===== config.mk =====
export PLATFORM = sky130hd
export DESIGN_NAME = modn_down_counter
export DESIGN_NICKNAME = d
export VERILOG_FILES = /design/src/rtl/modn_down_counter.sv
export SDC_FILE = /design/constraint.sdc
export NUM_CORES = 1
export LEC_CHECK = 0
export ABC_AREA = 0
export CAP_MARGIN = 40
export CORE_MARGIN = 4
export CORE_UTILIZATION = 45
export CTS_CLUSTER_DIAMETER = 50
export CTS_CLUSTER_SIZE = 25
export DETAILED_ROUTE_END_ITERATION = 10
export DONT_BUFFER_PORTS = 1
export PLACE_DENSITY_LB_ADDON = 0.2
export REMOVE_ABC_BUFFERS = 1
export SYNTH_ARGS = -nofsm -noshare
export SYNTH_HDL_FRONTEND = slang
export SYNTH_SLANG_ARGS = --single-unit

===== constraint.sdc =====
create_clock -name clk -period 1.83 [get_ports clk]
set_input_delay 0.366 -clock clk [delete_from_list [all_inputs] [get_ports clk]]
set_output_delay 0.366 -clock clk [all_outputs]
set_load 0.02 [all_outputs]

===== src/rtl/modn_down_counter.sv =====
// modn_down_counter: programmable modulo-N down counter with shadowed modulus, terminal count and wrap pulse
module modn_down_counter #(
    parameter int WIDTH = 6
) (
    input  logic             clk,
    input  logic             reset,
    input  logic             en,
    input  logic             load,
    input  logic [WIDTH-1:0] modN,
    output logic [WIDTH-1:0] count,
    output logic [WIDTH-1:0] active_mod,
    output logic             tc,
    output logic             wrap,
    output logic             busy
);
    typedef enum logic {IDLE, RUN} state_t;
    state_t state;
    logic valid;
    assign valid = modN >= WIDTH'(2);
    assign busy = state == RUN;
    assign tc = busy && count == '0;
    always_ff @(posedge clk) begin
        if (reset) begin
            state      <= IDLE;
            count      <= '0;
            active_mod <= '0;
            wrap       <= 1'b0;
        end else begin
            wrap <= 1'b0;
            // Every reload path shares the same adopt-or-drop-to-idle decision on modN validity
            if (state == IDLE || load || (en && count == '0)) begin
                wrap       <= state == RUN && !load;
                state      <= valid ? RUN : IDLE;
                count      <= valid ? modN - WIDTH'(1) : '0;
                active_mod <= valid ? modN : '0;
            end else if (en) begin
                count <= count - WIDTH'(1);
            end
        end
    end
endmodule


## After elaboration in Yosys (flattened, before gate mapping)

Index checks and enable logic that the tools add are counted.

| word-level totals | value |
|---|---|
| word-level logic and storage cells | 23 |
| output and inout bits | 15 |
| register bits after elaboration | 14 |
| input port bits | 10 |

| cells by class | value |
|---|---|
| muxes and demuxes | 5 |
| reductions and logical operators | 9 |
| $add $sub $neg | 2 |
| bitwise logic cells | 2 |
| order comparisons | 1 |

Operator list:

| operator | count |
|---|---|
| 6-bit 2-to-1 mux | 4 |
| 6-bit by 1-bit subtractor with 6-bit output, second input constant | 2 |
| 6-bit by 2-bit greater-or-equal comparator with 1-bit output, second input constant | 1 |
| 6-bit logical NOT | 1 |
| 1-bit logical AND | 3 |
| 1-bit logical OR | 2 |
| 1-bit NOT | 2 |
| 2-bit nonzero test | 1 |
| 2-bit OR reduction | 1 |
| 1-bit logical NOT | 1 |
| 1-bit 2-to-1 mux | 1 |

## Depth between registers and ports, before layout

| logic depth | value |
|---|---|
| depth in word-level cells | 5 |
| depth in mapped cells | 6 |
| depth with buffers taken out | 6 |

## Worst setup path before layout

Ideal clock, no wire load.

| path | value |
|---|---|
| path type | reg-to-reg |
| start | register count[0] |
| end | register count[5] |
| path slack | 0.185 ns |
| data required time | 1.739 ns |
| arrival | 1.555 ns |
| library setup time | 0.091 ns |
| stages on the path, launching flop included | 6 |
| path through | dfxtp_1 inv_1 ha_1 a31oi_2 o21ai_0 a311oi_1 |

| between the ends | value |
|---|---|
| word-level cells in the longest chain between the ends | 4 |
| elaborated cells on any way between the ends | 7 |

RTL lines:

| element | line | source |
|---|---|---|
| start: declaration | 10 | `output logic [WIDTH-1:0] count,` |
| start signal: assignment | 34 | `count <= valid ? modN - WIDTH'(1) : '0;` |
| start signal: assignment | 37 | `count <= count - WIDTH'(1);` |
| parallel branches: the longest is 4 deep, another holds 6-bit by 1-bit subtractor with 6-bit output | - |  |

Parallel ways; which one is timed is not known. The select of a mux whose other input is x is not followed.
A chain may end at the register's enable or synchronous reset.

## Final worst setup path

| path | value |
|---|---|
| start | register count[3] |
| end | output tc |

| between the ends | value |
|---|---|
| word-level cells in the longest chain between the ends | 2 |

RTL lines:

| element | line | source |
|---|---|---|
| 6-bit logical NOT | 21 | `assign tc = busy && count == '0;` |
| 1-bit logical AND | 21 |  |
| end: declaration | 12 | `output logic tc,` |

No other way between the ends.

==> qor.yml <==
status:
  run_status: "finished clean"
drt:
  m1WireLength_um: 838
  dr_wl_met2_um: 909
  drcViolationCount: 0
  first_pass_iters: 4
  post_drt_wl_per_cell_um: 15.0
  route.detailed.vias_per_inst: 5.61
  route.antenna.remaining_nets: 0
  detailedRoute.firstIterationViolations: 12
  top_layer_used: "met4"
  routed-wl-met3_um: 140
  wl_um: 1900
  via_count: 713
clocking:
  clock-sinks: 14
  ctsRootBufferMaster: "sky130_fd_sc_hd__clkbuf_4"
  cts_tree: "done"
  clockBufferDepth: 2
  h-tree-depth: 1
  clk-insertion-delay-late_ns: 0.28
  cts_resized: 0
  ctsHoldBuffers: 0
  cts_post_setup_buffers_inserted: 0
  cts-buffers-inserted: 3
  clkSlewWorstSetupHoldPaths_ns: 0.09
global_routing:
  sum_of_overflow_across_all_layers_after_global_routing: 0
  antenna_found_initial: 0
  first_pass_grt_wire_length_um: 3330
  first_global_vias: 701
  grt_use_total_pct: 17.4
  largest_net_degree_at_the_start_of_global_routing: 15
layout:
  drive_above_1_share_pct: 23.5
  area_delta_synth_final_pct: 12.0
  antenna_cells_inserted: 0
  nets: 116
  final_cell_area_um2: 913
  fillerInstances: 178
timing:
  achievable-frequency_ghz: 0.573
  finalHoldViolCount: 0
  rsz0062_at_grt: "no"
  finalHoldWorstSlack_ns: 0.137
  period_needed_ns: 1.74
  fin_setup_tns_ns: 0
  timing.final.max_slew_violations: 0
  fin_skew_ns: 0.00549
  post-route-period-util_pct: 95.3
  tightestPinTransition_ns: 0.370
  timing.final.setup_violations: 0
  worst_slew_margin_rel_pct: 75.1
synthesis:
  synth_cell_types: 35
  syn_area_um2: 816
  synth.yosys.warnings: 0
  number_of_synthesized_register_bits: 14
  seq_area_frac_synth_pct: 34.4
  post_synth_inst_count: 94
  avgSynthCellArea_um2: 8.68
power:
  share_comb_of_total_power_pct: 23.6
  power_frac_seq_pct: 47.0
  power_frac_clock_pct: 29.5
  p_sw_share_pct: 31.7
  power-per-cell-area_nw_per_um2: 855
  ir_drop_mv: 0.411
  p_leak_nw: 0.382
  p_switching_mw: 0.247
  power_report.internal_total_mw: 0.533
placement:
  detailed_place.area_um2: 870
  placement.io_buffers: 0
  routability_congestion_estimate_from_global_placement: 0.807
  hpwlAfterDp_um: 1370
setup_path:
  critPathMaxFanout: 5
  arrival_ns: 1.38
  cp-end-kind: "output port"
  worstPathRequired_ns: 1.46
  path_class: "register to output port"
  startpoint_type: "register"
floorplan:
  core_um2: 1730
  start_util_pct: 47.2
  fp-row-count: 15
  pin_count: 25
  floorplan.die.width_um: 50.6
  die_area_um2: 2560
  die_h_um: 50.6
hold_path:
  hold_path.class: "input pin to register"
run:
  drv.max_cap_violation_count: 0
[path summary, 6_finish.rpt]
kind	depth (start not counted)	slack [ns]	startpoint	endpoint
worst min-delay path	1	0.14	reset	count[3]
worst max register to register	5	0.25	count[0]	count[3]
worst min register to register	2	0.55	active_mod[5]	active_mod[5]
worst max-delay path	2	0.09	count[3]	tc
[critical path, cell delays in order (launching register included)]
cell	delay (ns)
sky130_fd_sc_hd__dfxtp_1	0.39
sky130_fd_sc_hd__nor4_4	0.40
sky130_fd_sc_hd__and3_2	0.31
[cell usage in the layout (no fill, tap or decap), types with 2 or more instances in the layout]
cell,count
sky130_fd_sc_hd__nand2_1,15
sky130_fd_sc_hd__dfxtp_1,14
sky130_fd_sc_hd__buf_4,8
sky130_fd_sc_hd__a21oi_1,7
sky130_fd_sc_hd__nor2_1,7
sky130_fd_sc_hd__inv_1,4
sky130_fd_sc_hd__nand3_1,4
sky130_fd_sc_hd__a311oi_1,4
sky130_fd_sc_hd__xor2_1,4
sky130_fd_sc_hd__nor3_1,3
sky130_fd_sc_hd__ha_1,3
sky130_fd_sc_hd__clkbuf_4,3
sky130_fd_sc_hd__o21a_1,2
sky130_fd_sc_hd__nor3b_1,2
sky130_fd_sc_hd__nand3_2,2
[cells in the mapped netlist, drive strengths merged]
| cell | instances | share of area, % |
|---|---|---|
| and3 | 1 | 0.92 |
| o31ai | 1 | 0.92 |
| o31a | 1 | 1.1 |
| a21oi | 7 | 4.3 |
| nor4 | 2 | 3.4 |
| nor2 | 7 | 3.2 |
| buf | 3 | 3.2 |
| nor3 | 3 | 1.8 |
| a31oi | 1 | 1.5 |
| nand3 | 6 | 4.9 |
| or2 | 1 | 0.77 |
| nor3b | 2 | 1.8 |
| a31o | 1 | 2.1 |
| inv | 4 | 1.8 |
| or3 | 2 | 2.3 |
| dfxtp | 14 | 34 |
| nand3b | 1 | 0.92 |
| o21ai | 1 | 0.61 |
| a311oi | 4 | 4.3 |
| o211ai | 1 | 1.5 |
| nand2 | 15 | 6.9 |
| ha | 3 | 4.6 |
| clkbuf | 1 | 0.46 |
| o21a | 2 | 1.8 |
| or4 | 2 | 2.3 |
| nand2b | 1 | 0.77 |
| a21o | 2 | 2.0 |
| a211oi | 1 | 0.92 |
| xor2 | 4 | 4.3 |
[state kept, by name, summed over array words and instances, names as in the netlist]
register    cells
count           6
busy            1
active_mod      6
wrap            1
[routing by layer]
metal	global-route usage, %	vias up
li1	-	356
met1	21.4	332
met2	27.0	23
met3	5.34	2
met4	9.42	0
met5	0	-
[metrics by stage]
stage / setup WS (ns) / total power, mW / instances / util [%]
2_1_floorplan: 0.185 / 0.501 / 90 / -
3_3_place_gp: 0.251 / 0.548 / 122 / 50.4
3_5_place_dp: 0.241 / 0.550 / 122 / 50.4
4_1_cts: 0.0420 / 0.781 / 126 / 52.5
5_1_grt: 0.0189 / 0.830 / 127 / 52.9
6_report: 0.0858 / 0.781 / 127 / 52.9
[cell families after synthesis]
family	count (synthesis)	share of synthesized area (%)
fa+ha+maj	3	4.60
buf+inv	8	5.52
xor+xnor	4	4.29
flops	14	34.4
compound gates	22	21.2
simple gates	43	30.1
[power by group through the flow]
stage | combinational [mW] | sequential [mW] | clock, mW
CTS | 0.179 | 0.366 | 0.236
floorplan | 0.110 | 0.390 | 0
global placement | 0.176 | 0.372 | 0
detailed placement | 0.178 | 0.373 | 0
finish | 0.184 | 0.367 | 0.230
global route | 0.209 | 0.369 | 0.253
[area by class of cell]
| class | instances | area (um^2) | share of cell area [%] |
|---|---|---|---|
| Multi-Input combinational cell | 72 | 490 | 53.7 |
| Sequential cell | 14 | 280 | 30.7 |
| Timing Repair Buffer | 8 | 60.1 | 6.58 |
| Clock buffer | 4 | 36.3 | 3.97 |
| Tap cell | 25 | 31.3 | 3.42 |
| Inverter | 4 | 15.0 | 1.64 |
(Power assumes the default switching activity.)
